--- config.mk ---
export PLATFORM = sky130hd
export DESIGN_NAME = sprite_rom_arbiter_flat
export DESIGN_NICKNAME = d
export VERILOG_FILES = /design/src/rtl/sprite_rom_arbiter_if.sv /design/src/rtl/sprite_rom_arbiter.sv /design/src/flat_wrapper.sv
export SDC_FILE = /design/constraint.sdc
export NUM_CORES = 1
export LEC_CHECK = 0
export ABC_AREA = 1
export CORE_MARGIN = 5
export CORE_UTILIZATION = 47
export DETAILED_ROUTE_END_ITERATION = 10
export GPL_ROUTABILITY_DRIVEN = 0
export PLACE_DENSITY = 0.87
export SLEW_MARGIN = 10
export SYNTH_ARGS = -nofsm -noshare
export SYNTH_HDL_FRONTEND = slang
export SYNTH_SLANG_ARGS = --single-unit
--- constraint.sdc ---
create_clock -name vga_clk -period 4.25 [get_ports vga_clk]
set_input_delay 0.425 -clock vga_clk [delete_from_list [all_inputs] [get_ports vga_clk]]
set_output_delay 0.425 -clock vga_clk [all_outputs]
set_load 0.01 [all_outputs]
--- src/rtl/sprite_rom_arbiter_if.sv ---
// ---------------------------------------------------------------------------
// sprite_rom_arbiter_if
// Bundles the sprite fetch request bus, the shared ROM read port and the
// response bus used by sprite_rom_arbiter.
//   req/req_addr/lock : per-requester read requests (fetch units -> arbiter)
//   gnt               : one-hot combinational grant (arbiter -> fetch units)
//   rom_addr/rom_en   : registered ROM read port (arbiter -> ROM)
//   rom_q             : ROM read data (ROM -> arbiter)
//   rsp_*             : returned palette index tagged with requester id
// The slave modport is the arbiter's view; master is the surrounding system.
// ---------------------------------------------------------------------------
interface sprite_rom_arbiter_if #(
   parameter int NUM_REQ = 4,
   parameter int ADDR_W  = 15,
   parameter int DATA_W  = 4
);
   localparam int ID_W = $clog2(NUM_REQ);

   logic [NUM_REQ-1:0]        req;
   logic [NUM_REQ*ADDR_W-1:0] req_addr;
   logic [NUM_REQ-1:0]        lock;
   logic [NUM_REQ-1:0]        gnt;
   logic [ADDR_W-1:0]         rom_addr;
   logic                      rom_en;
   logic [DATA_W-1:0]         rom_q;
   logic                      rsp_valid;
   logic [ID_W-1:0]           rsp_id;
   logic [DATA_W-1:0]         rsp_data;

   modport master (
      output req, req_addr, lock, rom_q,
      input  gnt, rom_addr, rom_en, rsp_valid, rsp_id, rsp_data
   );

   modport slave (
      input  req, req_addr, lock, rom_q,
      output gnt, rom_addr, rom_en, rsp_valid, rsp_id, rsp_data
   );
endinterface

--- src/rtl/sprite_rom_arbiter.sv ---
// ---------------------------------------------------------------------------
// sprite_rom_arbiter
// Shares one synchronous sprite ROM read port between NUM_REQ sprite fetch
// units. Round-robin arbitration with a bounded burst lock; the granted
// address is registered onto the ROM port and the requester id travels
// through a ROM_LAT-deep tag pipeline so each ROM word comes back tagged.
// Ports:
//   vga_clk  : pixel clock, all state changes on its rising edge
//   reset_n  : asynchronous active-low reset
//   bus      : sprite_rom_arbiter_if.slave (request, ROM and response buses)
// ---------------------------------------------------------------------------
module sprite_rom_arbiter #(
   parameter int NUM_REQ  = 4,
   parameter int ADDR_W   = 15,
   parameter int DATA_W   = 4,
   parameter int ROM_LAT  = 1,
   parameter int LOCK_MAX = 8
) (
   input logic                vga_clk,
   input logic                reset_n,
   sprite_rom_arbiter_if.slave bus
);
   localparam int ID_W  = $clog2(NUM_REQ);
   localparam int CNT_W = $clog2(LOCK_MAX + 1);
   localparam logic [ID_W-1:0]  LAST_RST   = ID_W'(NUM_REQ - 1);
   localparam logic [CNT_W-1:0] LOCK_MAX_C = CNT_W'(LOCK_MAX);

   logic [ID_W-1:0]   last_id_q, last_id_d;
   logic              locked_q, locked_d;
   logic [CNT_W-1:0]  lock_cnt_q, lock_cnt_d;
   logic [ADDR_W-1:0] rom_addr_q, rom_addr_d;
   logic              rom_en_q, rom_en_d;
   logic [ROM_LAT-1:0] tag_vld_q, tag_vld_d;
   logic [ID_W-1:0]   tag_id_q [ROM_LAT];
   logic [ID_W-1:0]   tag_id_d [ROM_LAT];
   logic              rsp_valid_q, rsp_valid_d;
   logic [ID_W-1:0]   rsp_id_q, rsp_id_d;
   logic [DATA_W-1:0] rsp_data_q, rsp_data_d;

   logic              other_req;
   logic              hold;
   logic              gnt_any;
   logic [ID_W-1:0]   gnt_id;
   logic [ID_W-1:0]   cand;

   // Arbitration: the lock holder keeps the port while it is under its burst
   // budget, or beyond it when nobody else is asking; otherwise rotate.
   always_comb begin
      other_req = |(bus.req & ~(NUM_REQ'(1) << last_id_q));
      hold      = locked_q && bus.req[last_id_q] &&
                  ((lock_cnt_q < LOCK_MAX_C) || !other_req);
      gnt_any   = 1'b0;
      gnt_id    = last_id_q;
      cand      = last_id_q;
      if (hold) begin
         gnt_any = 1'b1;
      end else begin
         // k runs to NUM_REQ so the previous winner is searched last.
         for (int k = 1; k <= NUM_REQ; k++) begin
            cand = ID_W'((int'(last_id_q) + k) % NUM_REQ);
            if (!gnt_any && bus.req[cand]) begin
               gnt_any = 1'b1;
               gnt_id  = cand;
            end
         end
      end
      if (!reset_n) begin
         gnt_any = 1'b0;
      end
   end

   assign bus.gnt = gnt_any ? (NUM_REQ'(1) << gnt_id) : '0;

   always_comb begin
      last_id_d   = last_id_q;
      locked_d    = 1'b0;
      lock_cnt_d  = '0;
      rom_addr_d  = rom_addr_q;
      rom_en_d    = 1'b0;
      rsp_valid_d = 1'b0;
      rsp_id_d    = rsp_id_q;
      rsp_data_d  = rsp_data_q;

      // Stage 0: accepted grant drives the ROM port and enters the tag pipe
      if (gnt_any) begin
         rom_addr_d = bus.req_addr[gnt_id*ADDR_W +: ADDR_W];
         rom_en_d   = 1'b1;
         last_id_d  = gnt_id;
         if (gnt_id == last_id_q && locked_q) begin
            lock_cnt_d = (lock_cnt_q == LOCK_MAX_C) ? lock_cnt_q
                                                    : CNT_W'(lock_cnt_q + 1'b1);
         end else begin
            lock_cnt_d = CNT_W'(1);
         end
         locked_d = bus.lock[gnt_id];
      end

      tag_vld_d[0] = gnt_any;
      tag_id_d[0]  = gnt_id;
      // Stages 1..ROM_LAT-1: tag follows the read through the ROM latency
      for (int i = 1; i < ROM_LAT; i++) begin
         tag_vld_d[i] = tag_vld_q[i-1];
         tag_id_d[i]  = tag_id_q[i-1];
      end

      // Response stage: ROM word is valid while the last tag stage is
      if (tag_vld_q[ROM_LAT-1]) begin
         rsp_valid_d = 1'b1;
         rsp_id_d    = tag_id_q[ROM_LAT-1];
         rsp_data_d  = bus.rom_q;
      end
   end

   always_ff @(posedge vga_clk or negedge reset_n) begin
      if (!reset_n) begin
         last_id_q   <= LAST_RST;
         locked_q    <= 1'b0;
         lock_cnt_q  <= '0;
         rom_addr_q  <= '0;
         rom_en_q    <= 1'b0;
         tag_vld_q   <= '0;
         for (int i = 0; i < ROM_LAT; i++) begin
            tag_id_q[i] <= '0;
         end
         rsp_valid_q <= 1'b0;
         rsp_id_q    <= '0;
         rsp_data_q  <= '0;
      end else begin
         last_id_q   <= last_id_d;
         locked_q    <= locked_d;
         lock_cnt_q  <= lock_cnt_d;
         rom_addr_q  <= rom_addr_d;
         rom_en_q    <= rom_en_d;
         tag_vld_q   <= tag_vld_d;
         for (int i = 0; i < ROM_LAT; i++) begin
            tag_id_q[i] <= tag_id_d[i];
         end
         rsp_valid_q <= rsp_valid_d;
         rsp_id_q    <= rsp_id_d;
         rsp_data_q  <= rsp_data_d;
      end
   end

   assign bus.rom_addr  = rom_addr_q;
   assign bus.rom_en    = rom_en_q;
   assign bus.rsp_valid = rsp_valid_q;
   assign bus.rsp_id    = rsp_id_q;
   assign bus.rsp_data  = rsp_data_q;
endmodule

--- src/flat_wrapper.sv ---
// flat-port wrapper written by rule: the top's interface ports become plain ports
module sprite_rom_arbiter_flat 
#(
   parameter int NUM_REQ  = 4,
   parameter int ADDR_W   = 15,
   parameter int DATA_W   = 4,
   parameter int ROM_LAT  = 1,
   parameter int LOCK_MAX = 8
)
  (vga_clk, reset_n, bus_req, bus_req_addr, bus_lock, bus_rom_q, bus_gnt, bus_rom_addr, bus_rom_en, bus_rsp_valid, bus_rsp_id, bus_rsp_data);
  sprite_rom_arbiter_if #(.NUM_REQ(NUM_REQ), .ADDR_W(ADDR_W), .DATA_W(DATA_W)) bus_i ();
  input logic vga_clk;
  input logic reset_n;
  input wire logic [$bits(bus_i.req)-1:0] bus_req;
  input wire logic [$bits(bus_i.req_addr)-1:0] bus_req_addr;
  input wire logic [$bits(bus_i.lock)-1:0] bus_lock;
  input wire logic [$bits(bus_i.rom_q)-1:0] bus_rom_q;
  output wire logic [$bits(bus_i.gnt)-1:0] bus_gnt;
  output wire logic [$bits(bus_i.rom_addr)-1:0] bus_rom_addr;
  output wire logic [$bits(bus_i.rom_en)-1:0] bus_rom_en;
  output wire logic [$bits(bus_i.rsp_valid)-1:0] bus_rsp_valid;
  output wire logic [$bits(bus_i.rsp_id)-1:0] bus_rsp_id;
  output wire logic [$bits(bus_i.rsp_data)-1:0] bus_rsp_data;
  assign bus_i.req = bus_req;
  assign bus_i.req_addr = bus_req_addr;
  assign bus_i.lock = bus_lock;
  assign bus_i.rom_q = bus_rom_q;
  assign bus_gnt = bus_i.gnt;
  assign bus_rom_addr = bus_i.rom_addr;
  assign bus_rom_en = bus_i.rom_en;
  assign bus_rsp_valid = bus_i.rsp_valid;
  assign bus_rsp_id = bus_i.rsp_id;
  assign bus_rsp_data = bus_i.rsp_data;
  sprite_rom_arbiter #(.NUM_REQ(NUM_REQ), .ADDR_W(ADDR_W), .DATA_W(DATA_W), .ROM_LAT(ROM_LAT), .LOCK_MAX(LOCK_MAX)) u_core (.vga_clk(vga_clk), .reset_n(reset_n), .bus(bus_i));
endmodule
* After elaboration in Yosys (flattened, before gate mapping) *
Cells that the tools add are included.

storage, ports and cells
  register bits = 33
  input bits = 74
  output and inout port bits = 27
  word-level logic and storage cells = 76

cells by class
  add/sub/neg operators = 5
  multiply operators = 1
  $lt $le $gt $ge = 7
  equal/unequal tests = 3
  shift-type cells = 3
  multiplexer cells = 33
  bitwise gates (word level) = 2
  reductions and logical operators = 12

operators by type and width
  cell                                                                   count
  60-bit by 7-bit indexed part select with 15-bit output                 1
  2-bit by 3-bit < comparator with 1-bit output (second input constant)  6
  1-bit 2-to-1 mux                                                       18
  4-bit 2-to-1 mux                                                       4
  1-bit binary-select mux with 2-bit select                              6
  2-bit 2-to-1 mux                                                       5
  1-bit by 2-bit left shift with 4-bit output (first input constant)     2
  1-bit logical AND                                                      6
  2-bit by 4-bit multiplier with 6-bit output (second input constant)    1
  2-bit by 1-bit adder with 2-bit output (second input constant)         2
  2-bit adder (second input constant)                                    2
  4-bit by 1-bit adder with 4-bit output (second input constant)         1
  4-bit AND                                                              1
  4-bit == test (second input constant)                                  1
  1-bit logical NOT                                                      4
  4-bit < comparator (second input constant)                             1
  4-bit NOT                                                              1
  4-bit OR reduction                                                     1
  3-bit inequality test (second input constant)                          1
  2-bit == test                                                          1
  1-bit logical OR                                                       1

* Longest topological paths before layout *
Gate-level depths: netlist (run 1).

  depth in word-level cells = 24
  depth in mapped cells = 18

* Worst setup path before layout (run 1) *
OpenSTA, ideal clock, no wires.

  kind = register to output
  start point = register u_core.last_id_q[0]
  end point = output bus_gnt[2]
  data arrival time = 2.270 ns
  path slack = 1.555 ns
  cell stages (with the launch flop) = 14
  cell sequence = dfstp_2 > buf_6 > inv_6 > ha_1 > inv_1 > nand3_1 > nand2_1 > nand4_1 > nand2_2 > nand2_4 > nand2_4 > inv_6 > buf_8 > nor3_1

between the ends
  longest elaborated chain between the ends = 19
  elaborated cells between the ends (all ways) = 44

RTL lines
  item                                           line                       text
  start, declared                                sprite_rom_arbiter.sv:28   logic [ID_W-1:0] last_id_q, last_id_d;
  start signal, assigned                         sprite_rom_arbiter.sv:129  last_id_q <= last_id_d;
  2-bit by 1-bit adder with 2-bit output         sprite_rom_arbiter.sv:60   cand = ID_W'((int'(last_id_q) + k) % NUM_REQ);
  1-bit binary-select mux with 2-bit select      sprite_rom_arbiter.sv:61   if (!gnt_any && bus.req[cand]) begin
  1-bit 2-to-1 mux (not written as such)         sprite_rom_arbiter.sv:61
  1-bit 2-to-1 mux                               sprite_rom_arbiter.sv:61
  1-bit 2-to-1 mux                               sprite_rom_arbiter.sv:55   if (hold) begin
  1-bit logical NOT                              sprite_rom_arbiter.sv:61
  1-bit logical AND                              sprite_rom_arbiter.sv:61
  1-bit 2-to-1 mux                               sprite_rom_arbiter.sv:61
  [... 4 more ...]                               n/a
  1-bit 2-to-1 mux                               sprite_rom_arbiter.sv:55
  1-bit logical NOT                              sprite_rom_arbiter.sv:61
  1-bit logical AND                              sprite_rom_arbiter.sv:61
  2-bit 2-to-1 mux                               sprite_rom_arbiter.sv:61
  2-bit 2-to-1 mux *                             sprite_rom_arbiter.sv:55
  named net u_core.gnt_id[0]                     sprite_rom_arbiter.sv:43   logic [ID_W-1:0] gnt_id;
  1-bit by 2-bit left shift with 4-bit output *  sprite_rom_arbiter.sv:72   assign bus.gnt = gnt_any ? (NUM_REQ'(1) << gnt_id) : '0;
  4-bit 2-to-1 mux *                             sprite_rom_arbiter.sv:72
  end, declared                                  flat_wrapper.sv:18         output wire logic [$bits(bus_i.gnt)-1:0] bus_gnt;

Mark *: on every way through the listed nets, which the timed path passes. The rest lies on a longest branch. The select of a mux whose other input is x is not followed.

* Worst setup path after layout (run 1) *
  start point = register u_core.last_id_q[0]
  end point = output bus_gnt[1]

between the ends
  longest elaborated chain between the ends = 19
  elaborated cells between the ends (all ways) = 44

RTL lines
  item                                                                             line
  2-bit by 1-bit adder with 2-bit output                                           sprite_rom_arbiter.sv:60
  1-bit binary-select mux with 2-bit select                                        sprite_rom_arbiter.sv:61
  1-bit 2-to-1 mux (not written as such)                                           sprite_rom_arbiter.sv:61
  1-bit 2-to-1 mux                                                                 sprite_rom_arbiter.sv:61
  1-bit 2-to-1 mux                                                                 sprite_rom_arbiter.sv:55
  1-bit logical NOT                                                                sprite_rom_arbiter.sv:61
  1-bit logical AND                                                                sprite_rom_arbiter.sv:61
  1-bit 2-to-1 mux                                                                 sprite_rom_arbiter.sv:61
  [... 3 more ...]                                                                 n/a
  1-bit 2-to-1 mux                                                                 sprite_rom_arbiter.sv:61
  1-bit 2-to-1 mux                                                                 sprite_rom_arbiter.sv:55
  1-bit logical NOT                                                                sprite_rom_arbiter.sv:61
  1-bit logical AND                                                                sprite_rom_arbiter.sv:61
  2-bit 2-to-1 mux or 1-bit 2-to-1 mux (tied branches)                             sprite_rom_arbiter.sv:61
  2-bit 2-to-1 mux or 1-bit 2-to-1 mux (tied branches)                             sprite_rom_arbiter.sv:55
  1-bit by 2-bit left shift with 4-bit output or 1-bit 2-to-1 mux (tied branches)  sprite_rom_arbiter.sv:72, sprite_rom_arbiter.sv:67
  4-bit 2-to-1 mux *                                                               sprite_rom_arbiter.sv:72

Mark *: on every way between the ends. The rest lies on a longest branch, timed or not. The select of a mux whose other input is x is not followed.

==> results of run 1 <==
logic make-up (layout without fill, tap and decap cells):
logic type	count (synthesis)	in the layout	share of synthesized area (%)
buf+inv	40	139	8.334
flops	32	32	33.02
xor+xnor	3	3	1.080
simple gates	251	251	49.23
fa+ha+maj	6	6	3.086
compound gates	9	9	2.469
mux	6	6	2.778
registers in the layout, indices dropped and copies added, names as in the netlist:
name and count:
u_core.last_id_q 2, u_core.lock_cnt_q 4, u_core.bus.rsp_valid 1, u_core.bus.rsp_data 4, u_core.bus.rsp_id 2, u_core.tag_id_q 2
u_core.bus.rom_en 1, u_core.locked_q 1, u_core.bus.rom_addr 15
worst max-delay path by stage:
| stage | startpoint | endpoint | slack (ns) | cells past startpoint |
|---|---|---|---|---|
| floorplan | u_core.last_id_q[0] | bus_gnt[2] | 1.55 | 13 |
| global placement | bus_req[3] | bus_gnt[2] | 0.78 | 12 |
| detailed placement | bus_req[1] | bus_gnt[2] | 0.67 | 9 |
| CTS | u_core.last_id_q[0] | bus_gnt[1] | 0.36 | 14 |
| global route | u_core.last_id_q[0] | bus_gnt[1] | 0.12 | 14 |
| finish | u_core.last_id_q[0] | bus_gnt[1] | 0.41 | 14 |
stage by stage:
stage / setup WS (ns) / power, uW / cell area (sq um) / hold slack (ns)
floorplan: 1.555 / 2189 / 2432 / 0.1294
global placement: 0.7755 / 2656 / 3446 / 0.4637
detailed placement: 0.6706 / 2729 / 3446 / 0.4679
CTS: 0.3615 / 3043 / 3557 / 0.1705
global route: 0.1203 / 3323 / 3557 / 0.2063
finish: 0.4077 / 3026 / 3557 / 0.1675
worst max-delay path, cell delays in order (launching register included):
cell and delay (ns):
dfstp_2 0.68, inv_6 0.09, ha_1 0.37, inv_1 0.15, nand3_1 0.09, nand2_1 0.13
nand3_4 0.10, nand2_2 0.07, nand2_2 0.06, nand2_4 0.17, nand2_4 0.26, nor2_1 0.22
inv_1 0.09, nor2_1 0.09, clkdlybuf4s50_1 0.55
where the power goes:
part           switching, uW  internal, uW
clock network            121           173
registers               97.4           456
logic                   1360           817
per-layer routing:
metal | vias up | track usage [%]
met5 | - | 0
met1 | 1189 | 24.15
met4 | 0 | 6.478
met2 | 119 | 39.58
met3 | 16 | 6.579
li1 | 1278 | -
cells in the final DEF, fill, tap and decap left out, types with 10 or more instances in the layout:
master | Yosys | layout
nor2_1 | 35 | 35
or2_1 | 10 | 10
nand3_1 | 17 | 17
inv_1 | 25 | 25
nand3b_1 | 15 | 15
dfrtp_1 | 30 | 30
nand2_1 | 137 | 137
nand2_2 | 11 | 11
clkdlybuf4s50_1 | 0 | 99
cell type report:
cell class | count | area, sq um
clock buffer | 5 | 68.82
clock inverter | 3 | 42.54
fill | 440 | 1518
inverter | 30 | 125.1
multi-input combinational | 275 | 1426
sequential | 32 | 803.3
tap | 70 | 87.58
timing repair buffer | 101 | 1003
==> impl_summary.log, run 1 <==
INFO  metric chipHeight = 81.94 um
INFO  metric ctsResizeCount = 0
INFO  metric irDropWorstVdd = 0.5165 mV
INFO  metric drc_violation_total_after_the_first_tritonroute_iteration = 181
INFO  metric timing.rr.end = u_core.bus.rom_addr[8]
INFO  metric edff_count_synth = 0
INFO  metric hpwl = 5.424 mm
INFO  metric tritoncts = built
INFO  metric criticalPathCategory = flop to output port
INFO  metric vias = 2,602
INFO  metric power.leakage = 0.001718 uW
INFO  metric power.density = 850.6 nW/um^2
INFO  metric postSynthNetCount = 427
INFO  metric ioPinCount = 101
INFO  metric synth-async-reset-ratio = 100.0%
INFO  metric synth-warning-count = 0
INFO  metric detail-route-antenna-nets = 0
INFO  metric cts_htree_levels = 2
INFO  metric final-instance-count-excl-fill = 516
INFO  metric r2r.worst_path.cells = 15
INFO  metric cp_data_arrival_time = 3.42 ns
INFO  metric dp.cells = 508
INFO  metric final_max_slew_viol_count = 0
INFO  metric rr_startpoint = u_core.last_id_q[0]
INFO  metric cts_sinks = 32
INFO  metric grt_start_max_net_pins = 36
INFO  metric core_area = 5075 sq um
INFO  metric first_pass_grt_wire_length = 11.25 mm
INFO  metric synth_most_common_cell = nand2_1
INFO  metric synth_cell_type_count = 35
INFO  metric synth_sequential_area_ratio = 33.02%
INFO  metric final_min_period_over_clock_period = 90.41%
INFO  metric post_synth_main_area_contributors = dfrtp_1 (31%), nand2_1 (21%), nor2_1 (5.4%)
INFO  metric critical_path_peak_fanout = 35
INFO  metric dr.max_layer_used = met4
INFO  metric grtUsageTotal = 21.74%
INFO  metric antenna_cells = 0
INFO  metric most_instantiated_flip_flop_cell_in_the_synthesis_netlist = dfrtp_1
INFO  metric met3RoutedLength = 646 um
INFO  metric rsz_0062_raised_after_global_routing = no
INFO  metric nature_of_the_critical_path_endpoint = output port
INFO  metric finalCriticalPeriod = 3.842 ns
INFO  metric cts-root-buf = clkbuf_8
INFO  metric cts-hold-fix-buffers = 0
INFO  metric flow.area_growth_from_synthesis = 46.24%
INFO  metric worst_slew_margin_rel = 70.31%
INFO  metric finClkSkew = 0.009815 ns
INFO  metric detail_route.vias_per_cell = 5.043
INFO  metric detail_route.drc_violations = 0
INFO  metric post-cts-setup-buffers = 0
INFO  metric holdCritPathClass = input port to async pin
INFO  metric ff2ff_setup_slack = 1.46 ns
INFO  metric placement_rows = 26
INFO  metric detail_route_met2_wl = 3.568 mm
INFO  metric clk_latency_worst_skew_pair = 0.29 ns
INFO  metric fmax = 260.3 MHz
INFO  metric drt_first_pass_iters = 6
INFO  metric finalNetCount = 525
INFO  metric drv.max_cap_violation_count = 0
INFO  metric share_of_post_route_cells_with_drive_strength_above_1 = 10.99%
INFO  metric die_ar = 6714 sq um
INFO  metric initial_antenna_violation_count = 0
INFO  metric synthDominantCellAreaShare = 30.86%
INFO  metric die_x = 81.94 um
INFO  metric met1Wirelength = 2.653 mm
INFO  metric routedWlPerCell = 13.54 um
INFO  metric report.final.hold_viol_count = 0
INFO  metric global_route_total_overflow = 0
INFO  metric io_buffer_count = 100
INFO  metric numCtsBuffers = 5
INFO  metric ys_ff_latch = 32
INFO  metric cp_data_required_time = 3.83 ns
INFO  metric synthesis.instances = 347
INFO  metric status = finished clean
INFO  metric initial_core_util = 47.93%
INFO  metric drt-total-wl = 6.987 mm
INFO  metric clkSlewWorstSetupHoldPaths = 0.08 ns
INFO  metric cp-start-kind = flop
INFO  metric setup_viol = 0
INFO  metric synth_top_cells_by_count = nand2_1 (137), nor2_1 (35), dfrtp_1 (30)
INFO  metric setup_tns = 0 ns
INFO  metric first_global_vias = 2,551
INFO  metric worst_pin_slew = 0.4453 ns
INFO  metric clock_path_buffers = 2
INFO  metric final_util = 70.09%
INFO  metric synthesis.area_per_instance = 7.010 sq um
INFO  metric synth_largest_area_cell = dfrtp_1
INFO  metric syn_area = 2432 sq um
Power figures use the tool's default switching activity.
==> inputs of run 2 (changes only) <==
--- a/config.mk
+++ b/config.mk
@@ -5,12 +5,11 @@
 export SDC_FILE = /design/constraint.sdc
 export NUM_CORES = 1
 export LEC_CHECK = 0
-export ABC_AREA = 1
 export CORE_MARGIN = 5
-export CORE_UTILIZATION = 47
+export CORE_UTILIZATION = 43
 export DETAILED_ROUTE_END_ITERATION = 10
 export GPL_ROUTABILITY_DRIVEN = 0
-export PLACE_DENSITY = 0.87
+export PLACE_DENSITY = 0.86
 export SLEW_MARGIN = 10
 export SYNTH_ARGS = -nofsm -noshare
 export SYNTH_HDL_FRONTEND = slang
==> impl_summary.log, run 2 <==
INFO  metric status = finished clean (unchanged)
INFO  metric clock_path_buffers = 2 (unchanged)
INFO  metric synth_cell_type_count = 37 (was 35)
INFO  metric footprint_of_the_flip_flops_and_latches = 803.3 sq um (unchanged)
INFO  metric synthesis.instances = 184 (was 347)
INFO  metric report.final.hold_viol_count = 0 (unchanged)
INFO  metric placement_rows = 24 (was 26)
INFO  metric cp_data_arrival_time = 3.36 ns (was 3.42 ns)
INFO  metric synthesis.area_per_instance = 10.58 sq um (was 7.010 sq um)
INFO  metric clkSlewWorstSetupHoldPaths = 0.06 ns (was 0.08 ns)
INFO  metric power.leakage = 0.001355 uW (was 0.001718 uW)
INFO  metric synth_most_common_cell = mux2i_1 (was nand2_1)
INFO  metric ioPinCount = 101 (unchanged)
INFO  metric die_ar = 5973 sq um (was 6714 sq um)
INFO  metric irDropWorstVdd = 0.5033 mV (was 0.5165 mV)
INFO  metric layout.cells.most_common = clkdlybuf4s50_1 (was nand2_1)
INFO  metric post_synth_main_area_contributors = dfrtp_1 (39%), mux2i_1 (17%), o221ai_1 (6.7%) (was dfrtp_1 (31%), nand2_1 (21%), nor2_1 (5.4%))
INFO  metric cts-hold-fix-buffers = 0 (unchanged)
INFO  metric final_design_area_no_fill = 3128 sq um (was 3557 sq um)
INFO  metric finalCriticalPeriod = 3.785 ns (was 3.842 ns)
INFO  metric synth-async-reset-ratio = 100.0% (unchanged)
INFO  metric io_buffer_count = 100 (unchanged)
INFO  metric cts-root-buf = clkbuf_8 (unchanged)
INFO  metric most_frequent_cells_in_the_layout = clkdlybuf4s50_1 (100), mux2i_1 (34), dfrtp_1 (30) (was nand2_1 (137), clkdlybuf4s50_1 (99), nor2_1 (35))
INFO  metric core_area = 4384 sq um (was 5075 sq um)
INFO  metric initial_core_util = 44.41% (was 47.93%)
INFO  metric dpl-instance-area = 3002 sq um (was 3446 sq um)
INFO  metric finClkSkew = 0.009688 ns (was 0.009815 ns)
INFO  metric fmax = 264.2 MHz (was 260.3 MHz)
INFO  metric numCtsBuffers = 5 (unchanged)
INFO  metric synth-warning-count = 0 (unchanged)
INFO  metric cp-start-kind = flop (unchanged)
INFO  metric timing.critical_path.mode_cell = nand2b_1
INFO  metric post-cts-setup-buffers = 0 (unchanged)
INFO  metric worst_path_largest_cell_delay = 0.75 ns (was 0.68 ns)
INFO  metric synth_top_cells_by_count = mux2i_1 (34), dfrtp_1 (30), nand2_1 (23) (was nand2_1 (137), nor2_1 (35), dfrtp_1 (30))
INFO  metric power.density = 709.6 nW/um^2 (was 850.6 nW/um^2)
INFO  metric first_global_vias = 1,944 (was 2,551)
INFO  metric ys_ff_latch = 32 (unchanged)
INFO  metric drv.max_cap_violation_count = 0 (unchanged)
INFO  metric nature_of_the_critical_path_endpoint = output port (unchanged)
INFO  metric criticalPathCategory = flop to output port (unchanged)
INFO  metric holdCritPathClass = flop to flop (was input port to async pin)
INFO  metric cts_sinks = 32 (unchanged)
INFO  metric grt_start_max_net_pins = 33 (was 36)
INFO  metric largest_register_ffs = 15 (unchanged)
INFO  metric tritoncts = built (unchanged)
INFO  metric worstPathCellList = inv_1 -> ha_1 -> nand2b_1 -> o2111ai_1 -> a21boi_0 -> or3_1 -> a32o_1 -> nand2b_1 -> nor2_1 -> clkdlybuf4s50_1 (was inv_6 -> ha_1 -> inv_1 -> nand3_1 -> nand2_1 -> nand3_4 -> nand2_2 -> nand2_2 -> nand2_4 -> nand2_4 -> nor2_1 -> inv_1 -> nor2_1 -> clkdlybuf4s50_1)
INFO  metric rsz_0062_raised_after_global_routing = no (unchanged)
INFO  metric cp_data_required_time = 3.83 ns (about the same)
INFO  metric flow.area_growth_from_synthesis = 60.67% (was 46.24%)
INFO  metric most_instantiated_flip_flop_cell_in_the_synthesis_netlist = dfrtp_1 (unchanged)
INFO  metric hpwl = 4.462 mm (was 5.424 mm)
INFO  metric detail_route.drc_violations = 0 (unchanged)
INFO  metric detail-route-antenna-nets = 0 (unchanged)
INFO  metric filler_cell_count = 342 (was 440)
INFO  metric detail_route.vias_per_cell = 5.415 (was 5.043)
INFO  metric grtUsageTotal = 18.33% (was 21.74%)
INFO  metric edff_count_synth = 0 (unchanged)
INFO  metric postSynthNetCount = 264 (was 427)
INFO  metric die_x = 77.29 um (was 81.94 um)
INFO  metric critical-path-slowest-cell = dfstp_2 (unchanged)
INFO  metric first_pass_grt_wire_length = 8.907 mm (was 11.25 mm)
INFO  metric worst_slew_margin_rel = 59.20% (was 70.31%)
INFO  metric area_occupied_by_multi_input_gates = 1057 sq um (was 1426 sq um)
INFO  metric drt-total-wl = 5.437 mm (was 6.987 mm)
INFO  metric cts_htree_levels = 2 (unchanged)
INFO  metric vias = 1,841 (was 2,602)
INFO  metric final_min_period_over_clock_period = 89.07% (was 90.41%)
INFO  metric drc_violation_total_after_the_first_tritonroute_iteration = 90 (was 181)
INFO  metric setup_viol = 0 (unchanged)
INFO  metric share_of_post_route_cells_with_drive_strength_above_1 = 9.028% (was 10.99%)
INFO  metric routedWlPerCell = 15.99 um (was 13.54 um)
INFO  metric worst_pin_slew = 0.5966 ns (was 0.4453 ns)
INFO  metric finalNetCount = 367 (was 525)
INFO  metric synth_largest_area_cell = dfrtp_1 (unchanged)
INFO  metric antenna_cells = 0 (unchanged)
INFO  metric ctsResizeCount = 0 (unchanged)
INFO  metric synth_sequential_area_ratio = 41.26% (was 33.02%)
INFO  metric global_route_total_overflow = 0 (unchanged)
INFO  metric final_max_slew_viol_count = 0 (unchanged)
INFO  metric critical_path_peak_fanout = 12 (was 35)
INFO  metric setup_tns = 0 ns (unchanged)
INFO  metric drt_first_pass_iters = 4 (was 6)
INFO  metric syn_area = 1947 sq um (was 2432 sq um)
INFO  metric initial_antenna_violation_count = 0 (unchanged)
INFO  metric clk_latency_worst_skew_pair = 0.28 ns (was 0.29 ns)
INFO  metric synthDominantCellAreaShare = 38.56% (was 30.86%)
INFO  metric chipHeight = 77.29 um (was 81.94 um)
==> run 2: changes by cell type in the layout (fill, tap and decap cells not counted), sizes merged, moves of 3 or more <==
cell    before  now
nand2b       0    5
or2         14    1
inv         30    8
nand3b      15    0
mux2i        0   34
nand2      154   23
o221ai       0   15
xnor2        0    3
nand3       20    1
buf          2    6
mux2         6    9
nand4        6    0
nor2        38   12
==> run 2: metal layers <==
metal / share of wire, % / vias to the layer above / global-route usage [%]
li1: - / 882 / -
met3: 10 / 13 / 7.728
met2: 52 / 77 / 31.99
met1: 36 / 869 / 19.79
met5: 0 / - / 0
met4: 2.2 / 0 / 6.014
==> run 2: kinds of logic (layout without fill, tap and decap cells) <==
logic type | count (synthesis) | after routing | share of synthesized area [%]
AOI/OAI and AO/OA | 34 | 34 | 13.50
xor gates and xnor gates | 4 | 4 | 2.186
adders and majority gates | 6 | 6 | 3.856
buffers and inverters | 18 | 122 | 5.013
DFF | 32 | 32 | 41.26
muxes | 44 | 44 | 24.04
and+or+nand+nor | 46 | 46 | 10.15
==> run 2: final timing paths <==
path | slack [ns] | start | endpoint | depth (start not counted)
setup / recovery | 0.46 | u_core.last_id_q[0] | bus_gnt[0] | 10
hold / removal | 0.49 | u_core.tag_id_q[1] | u_core.bus.rsp_id[1] | 1
setup reg to reg | 1.03 | u_core.last_id_q[0] | u_core.bus.rom_addr[0] | 11
hold reg to reg | 0.49 | u_core.tag_id_q[1] | u_core.bus.rsp_id[1] | 1
max in group asynchronous | 3.35 | reset_n | u_core.last_id_q[0] | 2
min in group asynchronous | 0.57 | reset_n | u_core.bus.rom_addr[0] | 2
==> run 2: stage by stage <==
step / setup slack [ns] / power (uW) / cells / util (%) / hold slack [ns]
detailed placement: 0.7774 / 1914 / 332 / 68.46 / 0.4681
global placement: 0.8792 / 1885 / 332 / 68.46 / 0.4665
finish: 0.4646 / 2220 / 340 / 71.35 / 0.4862
global route: 0.2806 / 2372 / 340 / 71.35 / 0.5051
floorplan: 1.188 / 1482 / 184 / - / 0.1294
CTS: 0.4656 / 2238 / 340 / 71.35 / 0.4893
==> run 2: area by class of cell <==
cell class / instances / area share (%)
clock buffers: 7 / 3.080
clock inverters: 1 / 0.9600
inverters: 8 / 0.9600
multi-input cells: 134 / 33.80
flip-flops and latches: 32 / 25.68
well taps: 52 / 2.080
repair buffers: 106 / 33.44
==> run 2: critical path: cells and delay by family, from the launching register on <==
| kind | cells | cell delay, ns |
|---|---|---|
| buffers and inverters | 2 | 0.66 |
| DFF | 1 | 0.75 |
| AOI/OAI and AO/OA | 3 | 0.57 |
| adders and majority gates | 1 | 0.20 |
| and+or+nand+nor | 4 | 0.89 |
==> run 2: where the power goes <==
part / leakage, uW / internal (uW) / switching, uW
logic: 0.000901 / 730 / 646
clock network: 0.0000645 / 207 / 109
registers: 0.000390 / 430 / 99.0
==> inputs of run 3 (changes only) <==
--- a/config.mk
+++ b/config.mk
@@ -7,6 +7,7 @@
 export LEC_CHECK = 0
 export CORE_MARGIN = 5
 export CORE_UTILIZATION = 43
+export CTS_BUF_LIST = sky130_fd_sc_hd__clkbuf_16
 export DETAILED_ROUTE_END_ITERATION = 10
 export GPL_ROUTABILITY_DRIVEN = 0
 export PLACE_DENSITY = 0.86
==> impl_summary.log, run 3 (same netlist as run 2, synthesis figures left out) <==
INFO  metric status = finished clean (unchanged)
INFO  metric flow.area_growth_from_synthesis = 62.53% (was 60.67%)
INFO  metric detail_route.drc_violations = 0 (unchanged)
INFO  metric holdCritPathClass = flop to flop (unchanged)
INFO  metric cp_data_arrival_time = 3.34 ns (was 3.36 ns)
INFO  metric core_area = 4384 sq um (unchanged)
INFO  metric path_delay_family = simple AND/OR/NAND/NOR gates (unchanged)
INFO  metric hpwl = 4.462 mm (unchanged)
INFO  metric cts-root-buf = clkbuf_16 (was clkbuf_8)
INFO  metric worst_path_largest_cell_delay = 0.74 ns (was 0.75 ns)
INFO  metric drc_violation_total_after_the_first_tritonroute_iteration = 67 (was 90)
INFO  metric ff2ff_setup_slack = 1.03 ns (about the same)
INFO  metric finalCriticalPeriod = 3.764 ns (was 3.785 ns)
INFO  metric nature_of_the_critical_path_endpoint = output port (unchanged)
INFO  metric setup_tns = 0 ns (unchanged)
INFO  metric criticalPathCategory = flop to output port (unchanged)
INFO  metric grt_start_max_net_pins = 33 (unchanged)
INFO  metric largest_register_ffs = 15 (unchanged)
INFO  metric worstPathCellList = inv_1 -> ha_1 -> nand2b_1 -> o2111ai_1 -> a21boi_0 -> or3_1 -> a32o_1 -> nand2b_1 -> nor2_1 -> clkdlybuf4s50_1 (unchanged)
INFO  metric worst_slew_margin_rel = 66.61% (was 59.20%)
INFO  metric cts-hold-fix-buffers = 0 (unchanged)
INFO  metric first_global_vias = 1,955 (was 1,944)
INFO  metric io_buffer_count = 100 (unchanged)
INFO  metric tritoncts = built (unchanged)
INFO  metric detail_route.vias_per_cell = 5.371 (was 5.415)
INFO  metric initial_antenna_violation_count = 0 (unchanged)
INFO  metric clkSlewWorstSetupHoldPaths = 0.05 ns (was 0.06 ns)
INFO  metric dpl-instance-area = 3002 sq um (unchanged)
INFO  metric global_route_total_overflow = 0 (unchanged)
INFO  metric die_x = 77.29 um (unchanged)
INFO  metric setup_viol = 0 (unchanged)
INFO  metric drv.max_cap_violation_count = 0 (unchanged)
INFO  metric cp-start-kind = flop (unchanged)
INFO  metric final_max_slew_viol_count = 0 (unchanged)
INFO  metric placement_rows = 24 (unchanged)
INFO  metric cp_data_required_time = 3.83 ns (about the same)
INFO  metric cts_sinks = 32 (unchanged)
INFO  metric report.final.hold_viol_count = 0 (unchanged)
INFO  metric critical-path-slowest-cell = dfstp_2 (unchanged)
INFO  metric routedWlPerCell = 16.18 um (was 15.99 um)
INFO  metric cts_htree_levels = 2 (unchanged)
INFO  metric initial_core_util = 44.41% (unchanged)
INFO  metric power.leakage = 0.001370 uW (was 0.001355 uW)
INFO  metric drt-total-wl = 5.500 mm (was 5.437 mm)
INFO  metric share_of_post_route_cells_with_drive_strength_above_1 = 8.333% (was 9.028%)
INFO  metric worst_pin_slew = 0.4882 ns (was 0.5966 ns)
INFO  metric timing.critical_path.mode_cell = nand2b_1 (unchanged)
INFO  metric filler_cell_count = 332 (was 342)
INFO  metric rsz_0062_raised_after_global_routing = no (unchanged)
INFO  metric final_min_period_over_clock_period = 88.57% (was 89.07%)
INFO  metric die_ar = 5973 sq um (unchanged)
INFO  metric clk_latency_worst_skew_pair = 0.28 ns (about the same)
INFO  metric drt_first_pass_iters = 4 (unchanged)
INFO  metric layout.cells.most_common = clkdlybuf4s50_1 (unchanged)
INFO  metric fmax = 265.7 MHz (was 264.2 MHz)
INFO  metric clock_path_buffers = 2 (unchanged)
INFO  metric grtUsageTotal = 18.63% (was 18.33%)
INFO  metric chipHeight = 77.29 um (unchanged)
INFO  metric critical_path_peak_fanout = 12 (unchanged)
INFO  metric crit_buf_inv = 2 (unchanged)
INFO  metric most_frequent_cells_in_the_layout = clkdlybuf4s50_1 (100), mux2i_1 (34), dfrtp_1 (30) (unchanged)
INFO  metric numCtsBuffers = 5 (unchanged)
INFO  metric timing.hold.ws = 0.4856 ns (was 0.4862 ns)
INFO  metric vias = 1,826 (was 1,841)
INFO  metric ctsResizeCount = 0 (unchanged)
INFO  metric final_design_area_no_fill = 3164 sq um (was 3128 sq um)
INFO  metric post-cts-setup-buffers = 0 (unchanged)
INFO  metric finalNetCount = 367 (unchanged)
INFO  metric first_pass_grt_wire_length = 9.039 mm (was 8.907 mm)
INFO  metric finClkSkew = 0.004908 ns (was 0.009688 ns)
INFO  metric power.density = 726.9 nW/um^2 (was 709.6 nW/um^2)
INFO  metric detail-route-antenna-nets = 0 (unchanged)
INFO  metric antenna_cells = 0 (unchanged)
INFO  metric irDropWorstVdd = 0.5322 mV (was 0.5033 mV)
INFO  metric ioPinCount = 101 (unchanged)
run 3: cell count changes in the layout (fill, tap and decap cells not counted):
cell	before	now
clkbuf_8	7	0
clkbuf_16	0	5
clkinv_1	0	2
run 3: metal layers:
| metal | up-vias | global-route usage (%) | wire length, um | part of all wire (%) |
|---|---|---|---|---|
| met1 | 863 | 19.77 | 1964 | 36 |
| met3 | 11 | 7.611 | 585 | 11 |
| met4 | 0 | 6.357 | 81 | 1.5 |
| li1 | 881 | - | - | - |
| met5 | - | 0 | 0 | 0 |
| met2 | 71 | 33.00 | 2869 | 52 |
run 3: path summary, 6_finish.rpt:
| check | startpoint | to | cells after the start |
|---|---|---|---|
| max in group asynchronous | reset_n | u_core.last_id_q[0] | 2 |
| setup reg to reg | u_core.last_id_q[0] | u_core.bus.rom_addr[0] | 11 |
| hold reg to reg | u_core.tag_id_q[0] | u_core.bus.rsp_id[0] | 1 |
| setup / recovery | u_core.last_id_q[0] | bus_gnt[0] | 10 |
| min in group asynchronous | reset_n | u_core.bus.rom_addr[8] | 2 |
| hold / removal | u_core.tag_id_q[0] | u_core.bus.rsp_id[0] | 1 |
run 3: worst reg2reg max path, stage by stage, from the launching register on:
cell	delay (ns)
dfstp_2	0.74
inv_1	0.12
ha_1	0.20
nand2b_1	0.13
o2111ai_1	0.09
a21boi_0	0.16
a222oi_1	0.38
buf_4	0.20
xnor2_4	0.20
buf_4	0.46
mux2i_1	0.27
o221ai_1	0.14
run 3: stage by stage:
stage / instances / setup WS (ns) / utilization (%) / total power, uW
after floorplan: 184 / 1.188 / - / 1482
after global placement: 332 / 0.8792 / 68.46 / 1885
after detailed placement: 332 / 0.7774 / 68.46 / 1914
after CTS: 340 / 0.4759 / 72.17 / 2321
after global routing: 340 / 0.2957 / 72.17 / 2451
final: 340 / 0.4859 / 72.17 / 2300
run 3: report_power, final:
group	switching (uW)	internal, uW	total, uW	leakage, uW
clock network	125	272	397	0.0000789
registers	99.5	431	530	0.000390
logic	643	729	1370	0.000901
run 3: cell type report:
cell class                 instances  area [sq um]  area share, %
tap                               52         65.06          2.056
clock buffer                       5         125.1          3.954
multi-input combinational        134          1057          33.41
clock inverter                     3         37.54          1.186
inverter                           8         30.03         0.9490
sequential                        32         803.3          25.39
timing repair buffer             106          1046          33.06
